--- src/rtl/endpoint_table_pkg.sv ---
// rtl/endpoint_table_pkg.sv - shared opcodes, status codes, entry field offsets and entry packing
package endpoint_table_pkg;

  localparam int ENTRY_BITS = 160;

  localparam logic [1:0] OP_INSERT    = 2'd0;
  localparam logic [1:0] OP_DELETE    = 2'd1;
  localparam logic [1:0] OP_CLEAR_ALL = 2'd2;

  localparam logic [2:0] ST_OK_NEW     = 3'd0;
  localparam logic [2:0] ST_OK_UPDATED = 3'd1;
  localparam logic [2:0] ST_COLLISION  = 3'd2;
  localparam logic [2:0] ST_EVICTED    = 3'd3;
  localparam logic [2:0] ST_DELETED    = 3'd4;
  localparam logic [2:0] ST_NOT_FOUND  = 3'd5;
  localparam logic [2:0] ST_BAD_OP     = 3'd6;

  typedef enum logic [2:0] {
    S_IDLE,
    S_RD_WAIT,
    S_EVAL,
    S_WRITE,
    S_CLEAR,
    S_DONE
  } state_t;

  // Fields are anchored to the MSB so the same offsets hold for any word width.
  function automatic int valid_bit(input int w);
    return w - 1;
  endfunction

  function automatic int ip_lsb(input int w);
    return w - 64;
  endfunction

  function automatic logic [ENTRY_BITS-1:0] pack_entry(input logic [31:0] ip,
                                                       input logic [47:0] dst_mac,
                                                       input logic [47:0] src_mac);
    return {1'b1, 31'b0, ip, dst_mac, src_mac};
  endfunction

endpackage

--- src/rtl/endpoint_hash.sv ---
// rtl/endpoint_hash.sv - endpoint table index hash, shared with the lookup path
module endpoint_hash #(
  parameter int ADDR_WIDTH = 11
) (
  input  logic [31:0]           ip,
  output logic [ADDR_WIDTH-1:0] index
);

  logic ip_unused;

  assign index     = ip[ADDR_WIDTH-1:0] ^ ip[ADDR_WIDTH+7:8];
  assign ip_unused = ^ip;

endmodule

--- src/rtl/endpoint_table_writer.sv ---
// rtl/endpoint_table_writer.sv - insert/delete/clear writer owning endpoint BRAM port A
// Optional macro ENDPOINT_COUNT_EN: entry_count tracks valid entries (else tied to 0).
module endpoint_table_writer #(
  parameter int ADDR_WIDTH      = 11,
  parameter int BRAM_DATA_WIDTH = 256
) (
  input  logic                       clk,
  input  logic                       rstn,
  input  logic                       cmd_valid,
  output logic                       cmd_ready,
  input  logic [1:0]                 cmd_op,
  input  logic                       cmd_force,
  input  logic [31:0]                cmd_ip,
  input  logic [47:0]                cmd_dst_mac,
  input  logic [47:0]                cmd_src_mac,
  output logic                       resp_done,
  output logic [2:0]                 resp_status,
  output logic [ADDR_WIDTH-1:0]      bram_addr_a,
  output logic                       bram_en_a,
  output logic                       bram_we_a,
  output logic [BRAM_DATA_WIDTH-1:0] bram_din_a,
  input  logic [BRAM_DATA_WIDTH-1:0] bram_dout_a,
  output logic [ADDR_WIDTH:0]        entry_count
);
  import endpoint_table_pkg::*;

  localparam int W          = BRAM_DATA_WIDTH;
  localparam int VALID_BIT  = valid_bit(W);
  localparam int IP_LSB     = ip_lsb(W);
  localparam int HDR_IP_LSB = ip_lsb(ENTRY_BITS);

  if (W < ENTRY_BITS) begin : g_width_check
    $fatal(1, "endpoint_table_writer: BRAM_DATA_WIDTH must be >= 160");
  end

  state_t                  state_q, state_d;
  logic [1:0]              op_q, op_d;
  logic                    force_q, force_d;
  logic [ENTRY_BITS-1:0]   hdr_q, hdr_d;
  logic [2:0]              st_q, st_d;
  logic                    ready_d, done_d, en_d, we_d;
  logic [2:0]              status_d;
  logic [ADDR_WIDTH-1:0]   addr_d, index;
  logic [W-1:0]            din_d;
  logic                    slot_valid, ip_match, dout_unused;

  endpoint_hash #(.ADDR_WIDTH(ADDR_WIDTH)) u_hash (
    .ip    (cmd_ip),
    .index (index)
  );

  assign slot_valid  = bram_dout_a[VALID_BIT];
  assign ip_match    = bram_dout_a[IP_LSB +: 32] == hdr_q[HDR_IP_LSB +: 32];
  assign dout_unused = ^bram_dout_a;

  always_comb begin
    state_d  = state_q;
    op_d     = op_q;
    force_d  = force_q;
    hdr_d    = hdr_q;
    st_d     = st_q;
    ready_d  = cmd_ready;
    done_d   = 1'b0;
    status_d = resp_status;
    addr_d   = bram_addr_a;
    en_d     = 1'b0;
    we_d     = 1'b0;
    din_d    = bram_din_a;
    case (state_q)
      S_IDLE: begin
        if (cmd_valid && cmd_ready) begin
          op_d    = cmd_op;
          force_d = cmd_force;
          hdr_d   = pack_entry(cmd_ip, cmd_dst_mac, cmd_src_mac);
          ready_d = 1'b0;
          case (cmd_op)
            OP_INSERT, OP_DELETE: begin
              en_d    = 1'b1;
              addr_d  = index;
              state_d = S_RD_WAIT;
            end
            OP_CLEAR_ALL: begin
              en_d    = 1'b1;
              we_d    = 1'b1;
              addr_d  = '0;
              din_d   = '0;
              state_d = S_CLEAR;
            end
            default: begin
              st_d    = ST_BAD_OP;
              state_d = S_DONE;
            end
          endcase
        end
      end
      S_RD_WAIT: state_d = S_EVAL;
      S_EVAL: begin
        state_d = S_WRITE;
        en_d    = 1'b1;
        we_d    = 1'b1;
        din_d   = W'(hdr_q) << (W - ENTRY_BITS);
        if (op_q == OP_INSERT) begin
          if (!slot_valid)   st_d = ST_OK_NEW;
          else if (ip_match) st_d = ST_OK_UPDATED;
          else if (force_q)  st_d = ST_EVICTED;
          else begin
            st_d    = ST_COLLISION;
            en_d    = 1'b0;
            we_d    = 1'b0;
            state_d = S_DONE;
          end
        end else if (slot_valid && ip_match) begin
          st_d  = ST_DELETED;
          din_d = '0;
        end else begin
          st_d    = ST_NOT_FOUND;
          en_d    = 1'b0;
          we_d    = 1'b0;
          state_d = S_DONE;
        end
      end
      S_WRITE: state_d = S_DONE;
      S_CLEAR: begin
        if (bram_addr_a == {ADDR_WIDTH{1'b1}}) begin
          st_d    = ST_OK_NEW;
          state_d = S_DONE;
        end else begin
          addr_d = bram_addr_a + ADDR_WIDTH'(1);
          en_d   = 1'b1;
          we_d   = 1'b1;
          din_d  = '0;
        end
      end
      S_DONE: begin
        done_d   = 1'b1;
        status_d = st_q;
        ready_d  = 1'b1;
        state_d  = S_IDLE;
      end
      default: state_d = S_IDLE;
    endcase
  end

  always_ff @(posedge clk or negedge rstn) begin
    if (!rstn) begin
      state_q     <= S_IDLE;
      op_q        <= '0;
      force_q     <= 1'b0;
      hdr_q       <= '0;
      st_q        <= ST_OK_NEW;
      cmd_ready   <= 1'b1;
      resp_done   <= 1'b0;
      resp_status <= ST_OK_NEW;
      bram_addr_a <= '0;
      bram_en_a   <= 1'b0;
      bram_we_a   <= 1'b0;
      bram_din_a  <= '0;
    end else begin
      state_q     <= state_d;
      op_q        <= op_d;
      force_q     <= force_d;
      hdr_q       <= hdr_d;
      st_q        <= st_d;
      cmd_ready   <= ready_d;
      resp_done   <= done_d;
      resp_status <= status_d;
      bram_addr_a <= addr_d;
      bram_en_a   <= en_d;
      bram_we_a   <= we_d;
      bram_din_a  <= din_d;
    end
  end

`ifdef ENDPOINT_COUNT_EN
  logic [ADDR_WIDTH:0] count_q;

  // CLEAR also reports OK_NEW, so the opcode decides before the status does.
  always_ff @(posedge clk or negedge rstn) begin
    if (!rstn) begin
      count_q <= '0;
    end else if (state_q == S_DONE) begin
      if (op_q == OP_CLEAR_ALL)      count_q <= '0;
      else if (st_q == ST_OK_NEW)    count_q <= count_q + (ADDR_WIDTH+1)'(1);
      else if (st_q == ST_DELETED)   count_q <= count_q - (ADDR_WIDTH+1)'(1);
    end
  end

  assign entry_count = count_q;
`else
  assign entry_count = '0;
`endif

endmodule

--- config.mk ---
export PLATFORM = sky130hd
export DESIGN_NAME = endpoint_table_writer
export DESIGN_NICKNAME = d
export VERILOG_FILES = /design/src/rtl/endpoint_table_pkg.sv /design/src/rtl/endpoint_hash.sv /design/src/rtl/endpoint_table_writer.sv
export SDC_FILE = /design/constraint.sdc
export NUM_CORES = 1
export LEC_CHECK = 0
export BUFFER_PORTS_ARGS = -buffer_cell sky130_fd_sc_hd__buf_2
export CORE_AREA = 2 2 262 264
export DETAILED_ROUTE_END_ITERATION = 8
export DIE_AREA = 0 0 264 266
export SLEW_MARGIN = 30
export SYNTH_ARGS = -nofsm -noshare
export SYNTH_HDL_FRONTEND = slang
export SYNTH_SLANG_ARGS = --single-unit
--- constraint.sdc ---
create_clock -name clk -period 2.6 [get_ports clk]
set_input_delay 0.26 -clock clk [delete_from_list [all_inputs] [get_ports clk]]
set_output_delay 0.26 -clock clk [all_outputs]
set_load 0.05 [all_outputs]
# ---- Word-level counts from Yosys, hierarchy flattened
# Index checks and enable logic that the tools add are counted.
# Widths: inputs -> output; s select.
dict set report word_totals {
  regBits 412
  input_bits 390
  output_inout_bits 286
  word_cells 88
}
dict set report op_classes {
  add_sub_neg 1
  eq_ne 15
  mux 43
  bitwise_logic 1
  reduce_logical 16
}
# op n
set op_table {}
lappend op_table {{$mux 256} 5}
lappend op_table {{$pmux 256 s3} 1}
lappend op_table {{$pmux 11 s2} 2}
lappend op_table {{$mux 3} 11}
lappend op_table {{$eq 32x32->1} 1}
lappend op_table {{$mux 11} 2}
lappend op_table {{$pmux 3 s5} 1}
lappend op_table {{$mux 1} 14}
lappend op_table {{$reduce_and 4->1} 3}
lappend op_table {{$add 11x1->11 const B} 1}
lappend op_table {{$eq 11x11->1 const B} 1}
lappend op_table {{$xor 11x11->11} 1}
lappend op_table {{$pmux 3 s3} 1}
lappend op_table {{$ne 2x2->1 const B} 4}
lappend op_table {{$eq 3x2->1 const B} 2}
lappend op_table {{$eq 3x3->1 const B} 2}
lappend op_table {{$pmux 1 s3} 2}
lappend op_table {{$pmux 3 s2} 1}
lappend op_table {{$reduce_and 2->1} 3}
lappend op_table {{$logic_not 2->1} 2}
lappend op_table {{$mux 2} 2}
lappend op_table {{$reduce_bool 2->1} 2}
lappend op_table {{$eq 3x1->1 const B} 1}
lappend op_table {{$logic_not 3->1} 1}
lappend op_table {{9 further kinds} 10}

# ---- Longest topological paths before layout
# Gate-level depths: netlist of run 1.
dict set report depth {
  ltp_word 5
  ltp_mapped 8
  ltp_nobuf 6
}

# ---- Cells and area by module
# From an unflattened synthesis of run 1, not the netlist that was laid out.
dict set report hier_totals {
  cells_unflattened 910
  area_unflattened_um2 12229.2
}
# mod instances cells_each area_each_um2
set by_module_without_submodules {}
lappend by_module_without_submodules {endpoint_table_writer 1 899 12132.9}
lappend by_module_without_submodules {endpoint_hash 1 11 96.3}

# ---- Worst setup path before layout of run 1
# No wires, ideal clock.
dict set report synth_timing {
  kind {flip-flop to flip-flop}
  start {register bram_addr_a[0]}
  end {register bram_addr_a[5]}
  arrival_time_ns 2.114
  setup_slack_ns 0.365
  path_stages_with_launch 8
  n_path_buf 1
  path_cell_list {dfrtp_1 > ha_1 > nand3_1 > nor4_4 > a2bb2oi_2 > buf_2 > a21oi_1 > o22a_1}
}
dict set report synth_between {
  elab_chain_cells 3
}
# item line
set synth_rtl {}
lappend synth_rtl {{start: declaration} endpoint_table_writer.sv:18} ;# output logic [ADDR_WIDTH-1:0] bram_addr_a,
lappend synth_rtl {{start signal: assignment} endpoint_table_writer.sv:167} ;# bram_addr_a <= addr_d;
lappend synth_rtl {{$add 11x1->11 or $eq 11x11->1 (tied branches)} {endpoint_table_writer.sv:128, endpoint_table_writer.sv:124}}
lappend synth_rtl {{$mux 11 or $ne 2x2->1 (tied branches)} --}
lappend synth_rtl {{$pmux 11 s2 or $reduce_and 4->1 (tied branches)} --}
# Parallel ways exist; a longest one is shown, timed or not. The select of a mux whose other input is x is not followed.
# A chain may end at the register's enable or synchronous reset.

# ---- Final worst setup path of run 1
dict set report layout_timing {
  start {register hdr_q[123]}
  end {register bram_din_a[124]}
}
dict set report layout_between {
  elab_chain_cells 5
}
# item line
set layout_rtl {}
lappend layout_rtl {{start: declaration} endpoint_table_writer.sv:39} ;# logic [ENTRY_BITS-1:0] hdr_q, hdr_d;
lappend layout_rtl {{start signal: assignment} endpoint_table_writer.sv:162} ;# hdr_q <= hdr_d;
lappend layout_rtl {{$eq 32x32->1} endpoint_table_writer.sv:53} ;# assign ip_match = bram_dout_a[IP_LSB +: 32] == hdr_q[HDR_IP_LSB +: 32];
lappend layout_rtl {{$logic_and 1x1->1} endpoint_table_writer.sv:112} ;# end else if (slot_valid && ip_match) begin
lappend layout_rtl {{$mux 256} endpoint_table_writer.sv:112}
lappend layout_rtl {{$mux 256} endpoint_table_writer.sv:102} ;# if (op_q == OP_INSERT) begin
lappend layout_rtl {{$pmux 256 s3} endpoint_table_writer.sv:69} ;# case (state_q)
lappend layout_rtl {{end signal: assignment} endpoint_table_writer.sv:170} ;# bram_din_a <= din_d;
lappend layout_rtl {{end: declaration} endpoint_table_writer.sv:21} ;# output logic [BRAM_DATA_WIDTH-1:0] bram_din_a,
# No other way between the ends.

==> results of run 1 <==
[area by class of cell]
cell class                      instances  area, um2  area share [%]
Multi-Input combinational cell        572       4350            25.3
Clock buffer                           47        991            5.76
Tap cell                              882       1100            6.42
Timing Repair Buffer                  476       3280            19.1
Clock inverter                         17        284            1.65
Sequential cell                       285       7130            41.5
Antenna cell                            8       20.0           0.116
Inverter                                8       30.0           0.175
[flip-flops by register name (all words and copies together) (netlist names)]
| register | count |
|---|---|
| bram_din_a | 129 |
| hdr_q | 129 |
| bram_addr_a | 11 |
| resp_status | 3 |
| st_q | 3 |
| state_q | 3 |
| op_q | 2 |
| bram_en_a | 1 |
| bram_we_a | 1 |
| cmd_ready | 1 |
| force_q | 1 |
| resp_done | 1 |
[metal layers]
metal | track usage [%] | up-vias | part of all wire (%)
li1 | - | 3971 | -
met1 | 13.2 | 4424 | 42
met2 | 16.9 | 399 | 47
met3 | 3.56 | 60 | 8.4
met4 | 3.38 | 4 | 2.6
met5 | 0 | - | 0.064
[per-stage QoR]
step / setup WS [ps] / area [um2] / std cells / total power (W) / hold WS [ps]
2_1_floorplan: 365 / 12900 / 1054 / 0.0156 / -35.6
3_3_place_gp: 166 / 14700 / 2100 / 0.0183 / 265
3_5_place_dp: 139 / 14700 / 2100 / 0.0185 / 272
4_1_cts: 128 / 17200 / 2287 / 0.0242 / 6.99
5_1_grt: 26.7 / 17200 / 2291 / 0.0252 / 9.73
6_report: 285 / 17200 / 2295 / 0.0238 / 40.6
[cells in the final DEF (no fill, tap or decap), types with 8 or more instances in the layout]
| cell type | n |
|---|---|
| a21oi_1 | 11 |
| a22o_1 | 129 |
| buf_12 | 14 |
| buf_2 | 312 |
| buf_4 | 26 |
| clkbuf_16 | 35 |
| conb_1 | 139 |
| dfrtp_1 | 284 |
| diode_2 | 8 |
| dlygate4sd3_1 | 123 |
| inv_1 | 8 |
| mux2_2 | 134 |
| nand2_1 | 15 |
| nand4_1 | 11 |
| nor2_1 | 14 |
| nor3_1 | 8 |
| o21ai_0 | 12 |
| xnor2_1 | 41 |
[worst max-delay path, stage by stage, from the launching register on]
cell and delay [ps]:
dfrtp_1 410, xnor2_1 150, buf_4 190, nand4_1 230, nor4_4 400, a31oi_4 210, buf_12 220, a22o_1 300
[cells by family after synthesis]
group	Yosys count	share of synthesized area [%]
AOI/OAI and AO/OA	183	12.1
xor gates and xnor gates	43	3.05
adders and majority gates	1	0.101
DFF	285	57.7
and+or+nand+nor	72	3.34
other	1	0.0303
muxes	134	12.2
buffers and inverters	197	11.5
[timing repair]
item,4_1_cts,5_1_grt
endpoints found under the hold margin,178,0
hold buffers,123,0
endpoints found under the setup margin,0,0
[path summary, 6_finish.rpt]
path	from	slack, ps	to	depth (start not counted)
setup / recovery	hdr_q[123]	290	bram_din_a[124]	7
hold reg to reg	hdr_q[159]	480	hdr_q[159]	1
setup reg to reg	hdr_q[123]	290	bram_din_a[124]	7
hold / removal	cmd_ip[16]	40	hdr_q[112]	2
min in group asynchronous	rstn	270	bram_din_a[172]	2
max in group asynchronous	rstn	1500	cmd_ready	3
[power breakdown]
part           switching (W)  internal (W)  total [W]
sequential           0.00145       0.00655    0.00799
combinational        0.00692       0.00363     0.0105
clock                0.00200       0.00331    0.00531
total                 0.0104        0.0135     0.0238
==> metrics.md, run 1 <==
| Metric | Value |
|---|---|
| Initial Util | 18.2% |
| Max-cap viol count | 0 |
| GR Util All Layers | 10.5% |
| DRT Pass-1 Iters | 4 |
| Root buf cell | clkbuf_16 |
| WP data required | 3030 ps |
| Fin util | 25.4% |
| Routed vias/inst | 3.86 |
| Final period utilization | 89.0% |
| Clk buf depth | 3 |
| HP Class | in -> reg |
| Crit. End Element | flip-flop |
| Post-synthesis cell type count | 44 |
| Die ar. | 0.0702 mm2 |
| Total length of routed wires | 37800 um |
| Final Max Tran Viols | 0 |
| Area contributors post-synth | dfrtp_1 58%, mux2_2 12%, buf_4 9.2%, a22o_1 9.1%, xnor2_1 2.9% |
| Largest net degree at the start of global routing | 69 |
| Clock latency on the worst-skew pair | 540 ps |
| WL/cell | 16.5 um |
| CP startpoint kind | flip-flop |
| Number of global-route vias before repair | 9119 |
| Area of the mapped netlist | 0.0124 mm2 |
| Max Freq | 0.432 GHz |
| Largest area contributor in the netlist | dfrtp_1 |
| Post-route ant nets | 0 |
| Input/output buffers | 313 |
| Cell count after synthesis | 916 |
| Setup Buffers After CTS | 0 |
| Chip width | 264 um |
| CP Class | reg -> reg |
| Status | completed |
| CTS resizes | 0 |
| DRC | 0 |
| Placer congestion estimate | 0.806 |
| Clock Sinks | 285 |
| Final Net Count | 1769 |
| CTS tree | done |
| PD cells | 1390 mW/mm2 |
| Min Tclk post-route | 2310 ps |
| EDFF count, synth | 0 |
| Skew final | 23.6 ps |
| Leakage | 8.19 nW |
| Peak VDD IR | 0.767 mV |
| Synth top area share | 57.5% |
| Chip Height | 266 um |
| Grt ovf | 0 |
| Asr flop ratio synth | 100% |
| Iter 0 DRT Violations | 456 |
| Most frequently used flop master after synthesis | dfrtp_1 |
| Hold Violations, Final | 0 |
| Post-synthesis sequential area ratio | 57.7% |
| Setup tns final | 0 ps |
| RSZ-0062 raised after global routing | no |
| Htree depth | 2 |
| Syn_area_per_cell | 13.5 um2 |
| Crit Path Max Fanout | 62 |
| Yosys reg bits | 285 |
| Post-DP HPWL | 27300 um |
| Synth top cells by count | 284 x dfrtp_1, 151 x buf_4, 134 x mux2_2 |
| Num rows | 96 |
| CTS buffer count | 35 |
| Area of the core | 0.0677 mm2 |
| Initial antenna violation count | 9 |
| Fill count | 7033 |
| Count leader, synth | dfrtp_1 |
| Area growth from synthesis to layout | 39.2% |
| Yosys Warn Count | 0 |
| Final setup viols | 0 |
| Share of cells above drive strength 1 | 39.6% |
| Slew headroom | 61.2% |
| Crit path DAT | 2740 ps |
| Worst slew pin tran | 582 ps |
| First-pass GRT wire length | 56600 um |
| CTS clk-pin slew, worst paths | 60 ps |
| # IOs | 676 |
| Vias | 8858 |
Note: power is estimated with default switching activity, not from simulation.
==> run 2: changes to the inputs <==
- CORE_AREA: 2 2 262 264 -> 3 3 263 265
- DIE_AREA: 0 0 264 266 -> 0 0 266 268
==> run 2 against run 1 <==
  * Final cell count is 1.2% lower
  * Register-to-register slack worse by 120 ps
  * Setup slack worse by 120 ps
  * Cell area shrank 1.8%
  * Critical endpoint is now bram_din_a[130]
  * Largest cell class unchanged
  * Largest power group unchanged
==> metrics.md, run 2 (synthesis gave the netlist of run 1 again) <==
| Metric | Value |
|---|---|
| Status | completed |
| Number of global-route vias before repair | 9171 (+0.57%) |
| Max-cap viol count | 0 (unchanged) |
| Fill count | 6970 (-0.90%) |
| Area of the core | 0.0670 mm2 (-1.0%) |
| Crit path max-delay family | simple AND/OR/NAND/NOR gates |
| Commonest non-fill, non-tap cell in the layout | buf_2 |
| Max Freq | 0.411 GHz (-4.9%) |
| Crit. End Element | flip-flop |
| Worst slew pin tran | 694 ps (+112 ps) |
| Post-DP Area | 0.0146 mm2 (-0.59%) |
| Share of cells above drive strength 1 | 39.0% (-0.54 points) |
| DRC | 0 (unchanged) |
| CTS clk-pin slew, worst paths | 60 ps (about the same) |
| Crit path DAT | 2850 ps (+110 ps) |
| PD cells | 1380 mW/mm2 (-0.72%) |
| WP data required | 3020 ps (about the same) |
| Chip Height | 268 um (+0.75%) |
| Initial antenna violation count | 8 (-1) |
| Post-DP HPWL | 28600 um (+4.7%) |
| Hold Violations, Final | 0 (unchanged) |
| RSZ-0062 raised after global routing | no |
| Placer congestion estimate | 0.788 (-2.3%) |
| Clk buf depth | 3 (unchanged) |
| CTS tree | done |
| Routed vias/inst | 3.89 (+0.70%) |
| Num rows | 95 (-1.0%) |
| Total length of routed wires | 39300 um (+4.0%) |
| Grt ovf | 0 (unchanged) |
| Chip width | 266 um (+0.76%) |
| Setup tns final | 0 ps (unchanged) |
| Die ar. | 0.0713 mm2 (+1.5%) |
| Post-route ant nets | 0 (unchanged) |
| Fin util | 25.2% (-0.20 points) |
| Area growth from synthesis to layout | 36.6% |
| Final setup viols | 0 (unchanged) |
| Skew final | 19.7 ps (-3.91 ps) |
| CTS resizes | 0 (unchanged) |
| Peak VDD IR | 0.852 mV (+11%) |
| Largest net degree at the start of global routing | 81 (+17%) |
| Slew headroom | 53.7% (-7.5 points) |
| CTS buffer count | 34 (-2.9%) |
| Buf+Inv Stages, Crit Path | 2 (unchanged) |
| Leakage | 8.05 nW (-1.7%) |
| Htree depth | 2 (unchanged) |
| DP Cell Count | 2086 (-0.67%) |
| Min Tclk post-route | 2430 ps (+118 ps) |
| # IOs | 676 (unchanged) |
| Clock Sinks | 285 (unchanged) |
| Max incr delay on CP | 540 ps (+130 ps) |
| First-pass GRT wire length | 57800 um (+2.0%) |
| Vias | 8811 (-0.53%) |
| Initial Util | 18.4% (+0.19 points) |
| Most frequent cells in the layout | 312 x buf_2, 284 x dfrtp_1, 139 x conb_1, 134 x mux2_2, 129 x a22o_1 |
| Hold slack | 47.8 ps (+7.20 ps) |
| Layout Cells excl Fill | 2267 (-1.2%) |
| WL/cell | 17.3 um (+5.3%) |
| Iter 0 DRT Violations | 397 (-13%) |
| HP Class | in -> reg |
| Slowest CP cell | nor4_4 |
| Root buf cell | clkbuf_16 |
| Final Net Count | 1761 (-0.45%) |
| Final Max Tran Viols | 0 (unchanged) |
| Input/output buffers | 313 (unchanged) |
| CP Class | reg -> reg |
| Worst path cell trace | xnor2_1 -> buf_4 -> nand4_1 -> nor4_4 -> a31oi_4 -> buf_12 -> a22o_1 |
| GR Util All Layers | 10.6% (+0.10 points) |
| CP startpoint kind | flip-flop |
| Crit Path Max Fanout | 67 (+8.1%) |
| Final period utilization | 93.6% (+4.6 points) |
| Final instance area | 0.0169 mm2 (-1.8%) |
| Top flop regs | bram_din_a x129, hdr_q x129, bram_addr_a x11 |
| Clock latency on the worst-skew pair | 530 ps (about the same) |
| DRT Pass-1 Iters | 4 (unchanged) |
## run 2: cell count changes in the layout (fill, tap and decap cells not counted), moves of 2 or more
cell	previous run	this run
clkbuf_8	7	5
diode_2	8	3
bufinv_16	6	1
buf_12	14	11
buf_4	26	24
dlygate4sd3_1	123	121
## run 2: final cells by class
class / instances / area [um2] / area share [%]
diodes: 3 / 7.51 / 0.0445
clock buffers: 46 / 967 / 5.73
clock inverters: 11 / 113 / 0.667
inverters: 8 / 30.0 / 0.178
multi-input cells: 572 / 4350 / 25.8
flip-flops and latches: 285 / 7130 / 42.2
well taps: 873 / 1090 / 6.47
repair buffers: 469 / 3190 / 18.9
## run 2: metal layers
layer  global-route usage [%]  up-vias  routed length [um]
met5                        0        -                  48
met4                     3.04        8                 894
met3                     3.85       65                3730
met2                     17.1      414               18100
met1                     13.3     4384               16600
li1                         -     3940                   -
## run 2: where the power goes
group          switching, W  total (W)  internal [W]
Combinational       0.00691     0.0105       0.00355
Clock               0.00194    0.00467       0.00273
Sequential          0.00157    0.00811       0.00654
## run 2: what timing repair did
| item | in CTS | in global routing |
|---|---|---|
| hold endpoints to repair | 177 | 0 |
| hold buffers | 121 | 0 |
| buffers inserted | 0 | 0 |
## run 2: final timing paths
path / from / slack, ps / to / cells past startpoint
max: hdr_q[122] / 170 / bram_din_a[130] / 7
min: cmd_op[0] / 50 / op_q[0] / 2
max reg2reg: hdr_q[122] / 170 / bram_din_a[130] / 7
min reg2reg: hdr_q[159] / 490 / hdr_q[159] / 1
max in group asynchronous: rstn / 1410 / bram_din_a[141] / 3
min in group asynchronous: rstn / 230 / hdr_q[92] / 2
## run 2: through the flow
stage / power, W / setup slack [ps]
finish: 0.0232 / 167
floorplan: 0.0156 / 365
global route: 0.0245 / 121
detailed placement: 0.0186 / 172
CTS: 0.0236 / 174
global placement: 0.0183 / 191
